$ cat src/rtl/a2d_pkg.sv
//------------------------------------------------------------------------------
// Module   : a2d_pkg
// Desc     : Shared constants and types for the emulated 8-channel SPI A2D.
// Revision : 1.0 - initial release
//------------------------------------------------------------------------------
`default_nettype none

package a2d_pkg;

    localparam int FRAME_BITS = 16;
    localparam int DATA_W     = 12;
    localparam int NUM_CH     = 8;
    localparam int CH_LSB     = 11;

    localparam int CH_W  = $clog2(NUM_CH);
    localparam int CNT_W = $clog2(FRAME_BITS + 2);
    localparam int PAD_W = FRAME_BITS - DATA_W;

    typedef logic [2:0] ch_t;

    typedef enum logic [0:0] {
        IDLE   = 1'b0,
        ACTIVE = 1'b1
    } a2d_state_t;

endpackage

`default_nettype wire

$ cat src/rtl/spi_edge_sync.sv
//------------------------------------------------------------------------------
// Module   : spi_edge_sync
// Desc     : Two-flop synchronizer with a third flop for rise/fall detection.
// Revision : 1.0 - initial release
//------------------------------------------------------------------------------
`default_nettype none

module spi_edge_sync #(
    parameter logic RST_VAL = 1'b1
) (
    input  logic clk,
    input  logic rst,
    input  logic i_din,
    output logic o_level,
    output logic o_rise,
    output logic o_fall
);

    logic r_meta;
    logic r_sync;
    logic r_prev;

    always_ff @(posedge clk or posedge rst) begin
        if (rst) begin
            r_meta <= RST_VAL;
            r_sync <= RST_VAL;
            r_prev <= RST_VAL;
        end else begin
            r_meta <= i_din;
            r_sync <= r_meta;
            r_prev <= r_sync;
        end
    end

    assign o_level = r_sync;
    assign o_rise  = r_sync & ~r_prev;
    assign o_fall  = ~r_sync & r_prev;

endmodule

`default_nettype wire

$ cat src/rtl/a2d_spi_resp.sv
//------------------------------------------------------------------------------
// Module   : a2d_spi_resp
// Desc     : Oversampled SPI responder emulating an 8-channel 12-bit A2D.
// Revision : 1.0 - initial release
//------------------------------------------------------------------------------
`default_nettype none

module a2d_spi_resp
    import a2d_pkg::*;
(
    input  logic                     clk,
    input  logic                     rst,
    input  logic                     SS_n,
    input  logic                     SCLK,
    input  logic                     MOSI,
    output logic                     MISO,
    input  logic [NUM_CH*DATA_W-1:0] chan_data,
    output logic [2:0]               cmd_ch,
    output logic                     frame_done,
    output logic                     frame_err
);

    localparam logic [CNT_W-1:0] c_CNT_FULL = CNT_W'(FRAME_BITS);
    localparam logic [CNT_W-1:0] c_CNT_SAT  = CNT_W'(FRAME_BITS + 1);

    logic w_ss_rise, w_ss_fall, w_ss_level_unused;
    logic w_sclk_rise, w_sclk_fall, w_sclk_level_unused;
    logic r_mosi_meta, r_mosi_sync;

    a2d_state_t            r_state, w_state_nxt;
    logic [FRAME_BITS-1:0] r_tx, w_tx_nxt;
    logic [FRAME_BITS-1:0] r_rx, w_rx_nxt;
    logic [CNT_W-1:0]      r_cnt, w_cnt_nxt;
    ch_t                   r_ptr, w_ptr_nxt;
    ch_t                   r_cmd, w_cmd_nxt;
    logic                  r_done, w_done_nxt;
    logic                  r_err, w_err_nxt;

    logic [DATA_W-1:0] w_ch_arr [NUM_CH];
    ch_t               w_rx_ch;

    spi_edge_sync #(.RST_VAL(1'b1)) u_ss_sync (
        .clk     (clk),
        .rst     (rst),
        .i_din   (SS_n),
        .o_level (w_ss_level_unused),
        .o_rise  (w_ss_rise),
        .o_fall  (w_ss_fall)
    );

    spi_edge_sync #(.RST_VAL(1'b1)) u_sclk_sync (
        .clk     (clk),
        .rst     (rst),
        .i_din   (SCLK),
        .o_level (w_sclk_level_unused),
        .o_rise  (w_sclk_rise),
        .o_fall  (w_sclk_fall)
    );

    // MOSI needs only its level; two flops keep it aligned with the SCLK edge pulse.
    always_ff @(posedge clk or posedge rst) begin
        if (rst) begin
            r_mosi_meta <= 1'b1;
            r_mosi_sync <= 1'b1;
        end else begin
            r_mosi_meta <= MOSI;
            r_mosi_sync <= r_mosi_meta;
        end
    end

    generate
        for (genvar g = 0; g < NUM_CH; g++) begin : g_unpack
            assign w_ch_arr[g] = chan_data[g*DATA_W +: DATA_W];
        end
    endgenerate

    assign w_rx_ch = r_rx[CH_LSB +: CH_W];

    always_comb begin
        w_state_nxt = r_state;
        w_tx_nxt    = r_tx;
        w_rx_nxt    = r_rx;
        w_cnt_nxt   = r_cnt;
        w_ptr_nxt   = r_ptr;
        w_cmd_nxt   = r_cmd;
        w_done_nxt  = 1'b0;
        w_err_nxt   = 1'b0;

        case (r_state)
            IDLE: begin
                // Channel data is latched once here so mid-frame changes cannot tear the word.
                if (w_ss_fall) begin
                    w_tx_nxt    = {{PAD_W{1'b0}}, w_ch_arr[r_ptr]};
                    w_cnt_nxt   = '0;
                    w_state_nxt = ACTIVE;
                end
            end
            ACTIVE: begin
                // End of frame wins over any SCLK edge seen in the same clock.
                if (w_ss_rise) begin
                    if (r_cnt == c_CNT_FULL) begin
                        w_ptr_nxt  = w_rx_ch;
                        w_cmd_nxt  = w_rx_ch;
                        w_done_nxt = 1'b1;
                    end else begin
                        w_err_nxt  = 1'b1;
                    end
                    w_state_nxt = IDLE;
                end else if (w_sclk_rise) begin
                    w_rx_nxt = {r_rx[FRAME_BITS-2:0], r_mosi_sync};
                    if (r_cnt != c_CNT_SAT) begin
                        w_cnt_nxt = r_cnt + 1'b1;
                    end
                end else if (w_sclk_fall && (r_cnt != '0)) begin
                    w_tx_nxt = {r_tx[FRAME_BITS-2:0], 1'b0};
                end
            end
            default: w_state_nxt = IDLE;
        endcase
    end

    always_ff @(posedge clk or posedge rst) begin
        if (rst) begin
            r_state <= IDLE;
            r_tx    <= '0;
            r_rx    <= '0;
            r_cnt   <= '0;
            r_ptr   <= '0;
            r_cmd   <= '0;
            r_done  <= 1'b0;
            r_err   <= 1'b0;
        end else begin
            r_state <= w_state_nxt;
            r_tx    <= w_tx_nxt;
            r_rx    <= w_rx_nxt;
            r_cnt   <= w_cnt_nxt;
            r_ptr   <= w_ptr_nxt;
            r_cmd   <= w_cmd_nxt;
            r_done  <= w_done_nxt;
            r_err   <= w_err_nxt;
        end
    end

    assign MISO       = r_tx[FRAME_BITS-1];
    assign cmd_ch     = r_cmd;
    assign frame_done = r_done;
    assign frame_err  = r_err;

endmodule

`default_nettype wire

$ cat config.mk
export PLATFORM = sky130hd
export DESIGN_NAME = a2d_spi_resp
export DESIGN_NICKNAME = d
export VERILOG_FILES = /design/src/rtl/a2d_pkg.sv /design/src/rtl/spi_edge_sync.sv /design/src/rtl/a2d_spi_resp.sv
export SDC_FILE = /design/constraint.sdc
export NUM_CORES = 1
export LEC_CHECK = 0
export ABC_AREA = 0
export CAP_MARGIN = 10
export CORE_UTILIZATION = 48
export CTS_CLUSTER_DIAMETER = 150
export DETAILED_ROUTE_END_ITERATION = 16
export PLACE_DENSITY = 0.94
export SLEW_MARGIN = 10
export SYNTH_ARGS = -nofsm -noshare
export SYNTH_HDL_FRONTEND = slang
export SYNTH_SLANG_ARGS = --single-unit
$ cat constraint.sdc
create_clock -name clk -period 5 [get_ports clk]
set_input_delay 1 -clock clk [delete_from_list [all_inputs] [get_ports clk]]
set_output_delay 1 -clock clk [all_outputs]
set_load 0.1 [all_outputs]
After elaboration in Yosys (flattened, before gate mapping). Index checks and enable logic that the tools add are counted.

Bits in latches: 0. RAM bits: 0. Memories kept: 0. Output and inout bits: 6. ROM bits: 0. Register bits after elaboration: 49. Logic and storage cells: 64.

Mux-type cells: 22. Div/mod/pow operators: 0. Reductions and logical operators: 6. Equal/unequal tests: 8. Magnitude comparators: 1. Shift-type cells: 0. $add $sub $neg: 1. Bitwise logic cells: 11. Multipliers: 0.

Operators by type and width (count): $mux W16 (4); $bmux W12 S3 (1); $pmux W16 S2 (1); $mux W12 (2); $mux W5 (4); $pmux W5 S2 (1); $mux W1 (8); $ne A2 B1 Y1 const B (4); $reduce_and A4 Y1 (2); $not A1 Y1 (6); $reduce_and A3 Y1 (2); $add A5 B1 Y5 const B (1); $eq A5 B5 Y1 const B (1); $ne A5 B5 Y1 const B (1); $reduce_bool A5 Y1 (1); $and A1 B1 Y1 (4); $ge A4 B4 Y1 const B (1); $ne A2 B2 Y1 const B (2); $not A3 Y4 (1); $pmux W1 S2 (1); $logic_and A1 B1 Y1 (1).

Logic depth before layout (Yosys ltp).
Depth in word-level cells: 7. Mapped depth: 7.

Hierarchy. Synthesis repeated with hierarchy kept, for this count alone.

Cell total of the unflattened synthesis: 210. Area, all modules: 2801.4 µm².

By module, submodules not included: a2d_spi_resp (cells an instance 198, area an instance 2606.2 µm², instances 1); spi_edge_sync (cells an instance 6, area an instance 97.6 µm², instances 2).

Least setup slack after synthesis. OpenSTA, ideal clock, no wires.

Path type: register to register. Start: register cmd_ch[0] (netlist name). End: register r_tx[0]. Library setup time: 124 ps. Required time: 4876 ps. Clock period less this slack: 2077 ps. Cell stages (with the launch flop): 5. Path slack: 2923 ps. Data arrival time: 1953 ps. Path through: dfrtp_1 buf_4 mux4_2 mux2i_1 o2bb2ai_1.

RTL lines: end signal: assignment (RTL line a2d_spi_resp.sv:134) `r_tx <= w_tx_nxt;`; end: declaration (RTL line a2d_spi_resp.sv:31) `logic [FRAME_BITS-1:0] r_tx, w_tx_nxt;`.

Final worst setup path.
Start: register r_cmd[1], in the netlist cmd_ch[1]. End: output cmd_ch[1].

RTL lines: start: declaration (RTL line a2d_spi_resp.sv:35) `ch_t r_cmd, w_cmd_nxt;`; start signal: assignment (RTL line a2d_spi_resp.sv:138) `r_cmd <= w_cmd_nxt;`; end: declaration (RTL line a2d_spi_resp.sv:18) `output logic [2:0] cmd_ch,`.

No word-level cell between the ends.

==> flow_summary.json <==
{
  "cap_violations": 0,
  "crit_family": "buffers and inverters",
  "core_area_sq_um": 5570,
  "wl_per_cell_microns": 18.9,
  "vias": 2361,
  "ios": 107,
  "nets": 450,
  "min_period_over_period": 0.599,
  "worst_ep_arrival_time_ns": 2.00,
  "avgSynthCellArea_sq_um": 11.4,
  "layout_common_cells": "clkdlybuf4s50_1 (106), mux2i_1 (45), dfrtp_1 (40), a22oi_1 (22)",
  "finClkSkew_ns": 0.00708,
  "ys_async_sr_fraction": 1.00,
  "grt_util_all_layers": 0.271,
  "setup_tns_ns": 0,
  "cts_root_buf": "clkbuf_8",
  "antenna_found_initial": 0,
  "drt_iter0_drc": 178,
  "rsz0062_at_grt": "no",
  "max_stage_delay_ns": 1.19,
  "p_per_area_nw_per_um2": 286,
  "ctsResizeCount": 0,
  "numPortBuffers": 106,
  "ys_types": 38,
  "dp_hpwl_mm": 6.16,
  "max_slew.worst_pin.slew_ns": 0.972,
  "areaGrowthSynthToFinish_pct": 41.7,
  "routed_wl_mm": 7.91,
  "numCtsBuffers": 5,
  "place_area_sq_um": 3880,
  "die_area_sq_um": 6180,
  "antenna-diode-count": 0,
  "drc": 0,
  "die_w_microns": 78.6,
  "insertion_delay_ns": 0.31,
  "fin_area_sq_um": 3990,
  "status": "completed",
  "min_path_type": "reg -> reg",
  "drtAntennaViolNets": 0,
  "hold_buffers": 0,
  "routabilityCongestion": 0.806,
  "first_pass_iters": 4,
  "clockBufferDepth": 2,
  "drive_gt1_frac": 0.130,
  "startpoint_type": "flip-flop",
  "final_common_cell": "clkdlybuf4s50_1",
  "peakVddDrop_uv": 275,
  "finalCriticalPeriod_ns": 3.00,
  "instances_no_fill": 419,
  "grt_overflow": 0,
  "grt_max_degree": 50,
  "required_ns": 4.00,
  "grt_pass1_vias": 2428,
  "avgViaCountPerCell": 5.63,
  "leakage_nw": 1.55,
  "yosysSeqAreaShare": 0.439,
  "cts.sinks": 49,
  "cp_slowest_cell": "clkdlybuf4s50_1",
  "synth-edff-count": 0,
  "yosysWarningCount": 0,
  "fmax_mhz": 334,
  "cp_cell_sequence": "clkdlybuf4s50_1",
  "start_util": 0.505,
  "grt_pass1_wl_mm": 12.6,
  "synthesis.instances": 248,
  "finalMaxSlewViolations": 0,
  "rows": 27,
  "setup_violations": 0,
  "syn_area_sq_um": 2820,
  "finalHoldViolCount": 0,
  "hold_ws_ns": 0.361,
  "critPathKind": "reg -> out",
  "relSlewSlack": 0.350,
  "worst-path-buf-inv": 1,
  "ys_ff_latch": 49,
  "end_kind": "output pin",
  "path_clk_slew_ns": 0.09,
  "cts_tree": "done",
  "synth_nets": 352,
  "place_inst": 411,
  "path_max_fanout": 8,
  "finalPower_w": 0.00114,
  "die_height_microns": 78.6,
  "ys.flop_type": "dfrtp_1",
  "cts_setup_buffers": 0,
  "cts_max_level": 2
}
[stage by stage]
stage                      util  setup WS (ns)
after floorplan               -           2.84
after global placement    0.696           2.40
after detailed placement  0.696           2.36
after CTS                 0.716           2.00
after global routing      0.716           1.94
final                     0.716           2.00
[kinds of logic (layout without fill, tap and decap cells)]
kind of cell | Yosys count | in the layout | share of synthesized area
buffers and inverters | 23 | 122 | 0.0462
adder cells (fa/ha/maj) | 3 | 3 | 0.0133
multiplexers | 64 | 64 | 0.256
flip-flops | 49 | 49 | 0.439
AND/OR/NAND/NOR | 58 | 58 | 0.114
AO/OA/AOI/OAI | 51 | 51 | 0.132
[layer usage]
metal | wire length [microns] | share of wire | up-vias | GRT usage
met1 | 2940 | 0.37 | 1135 | 0.299
met3 | 391 | 0.049 | 27 | 0.0640
met2 | 4260 | 0.54 | 75 | 0.495
met4 | 322 | 0.041 | 0 | 0.115
li1 | - | - | 1124 | -
met5 | 0 | 0 | - | 0
[worst paths after layout]
check / start / to / slack [ns] / depth (start not counted)
setup / recovery: cmd_ch[1]$_DFFE_PP0P_ / cmd_ch[1] / 2.00 / 1
hold / removal: r_mosi_meta$_DFF_PP1_ / r_mosi_sync$_DFF_PP1_ / 0.36 / 0
setup reg to reg: cmd_ch[0]$_DFFE_PP0P_ / r_tx[0]$_DFFE_PP0P_ / 2.97 / 4
hold reg to reg: r_mosi_meta$_DFF_PP1_ / r_mosi_sync$_DFF_PP1_ / 0.36 / 0
max in group asynchronous: rst / cmd_ch[0]$_DFFE_PP0P_ / 3.13 / 2
min in group asynchronous: rst / r_rx[2]$_DFFE_PP0P_ / 1.23 / 2
[power by group]
part,switching (W),total [W],internal (W)
Sequential,0.0000667,0.000559,0.000492
Combinational,0.000119,0.000298,0.000179
Clock,0.000133,0.000284,0.000151
Total,0.000318,0.00114,0.000822
[cell usage after synthesis, types with 6 or more instances]
cell / count / area, sq um
a22oi_1: 22 / 165
dfrtp_1: 41 / 1030
a31oi_1: 11 / 68.8
nand2_1: 12 / 45.0
clkbuf_1: 6 / 22.5
nand3_1: 13 / 65.1
mux2_2: 8 / 90.1
mux2i_1: 45 / 450
dfstp_2: 8 / 210
nor2_1: 13 / 48.8
mux2_4: 9 / 135
buf_4: 6 / 45.0
[worst reg2reg max path: cells and delay by family (launching register included)]
kind,cells,cell delay [ns]
AO/OA/AOI/OAI,1,0.11
buffers and inverters,1,0.59
flip-flops,1,0.37
multiplexers,2,0.84
[registers in the layout, summed over array words and instances (netlist names)]
register / flops
u_ss_sync.r_meta: 1
u_ss_sync.r_prev: 1
r_tx: 16
r_mosi_meta: 1
r_state: 1
u_sclk_sync.r_prev: 1
u_ss_sync.o_level: 1
u_sclk_sync.o_level: 1
cmd_ch: 3
frame_done: 1
frame_err: 1
u_sclk_sync.r_meta: 1
r_cnt: 5
r_mosi_sync: 1
r_rx: 14
[final cells by class]
cell class | instances | area (sq um)
clock buffers | 6 | 72.6
flip-flops and latches | 49 | 1240
fillers | 405 | 1590
multi-input cells | 176 | 1450
well taps | 72 | 90.1
repair buffers | 108 | 1080
inverters | 6 | 25.0
clock inverters | 2 | 38.8
(Power assumes the default switching activity.)
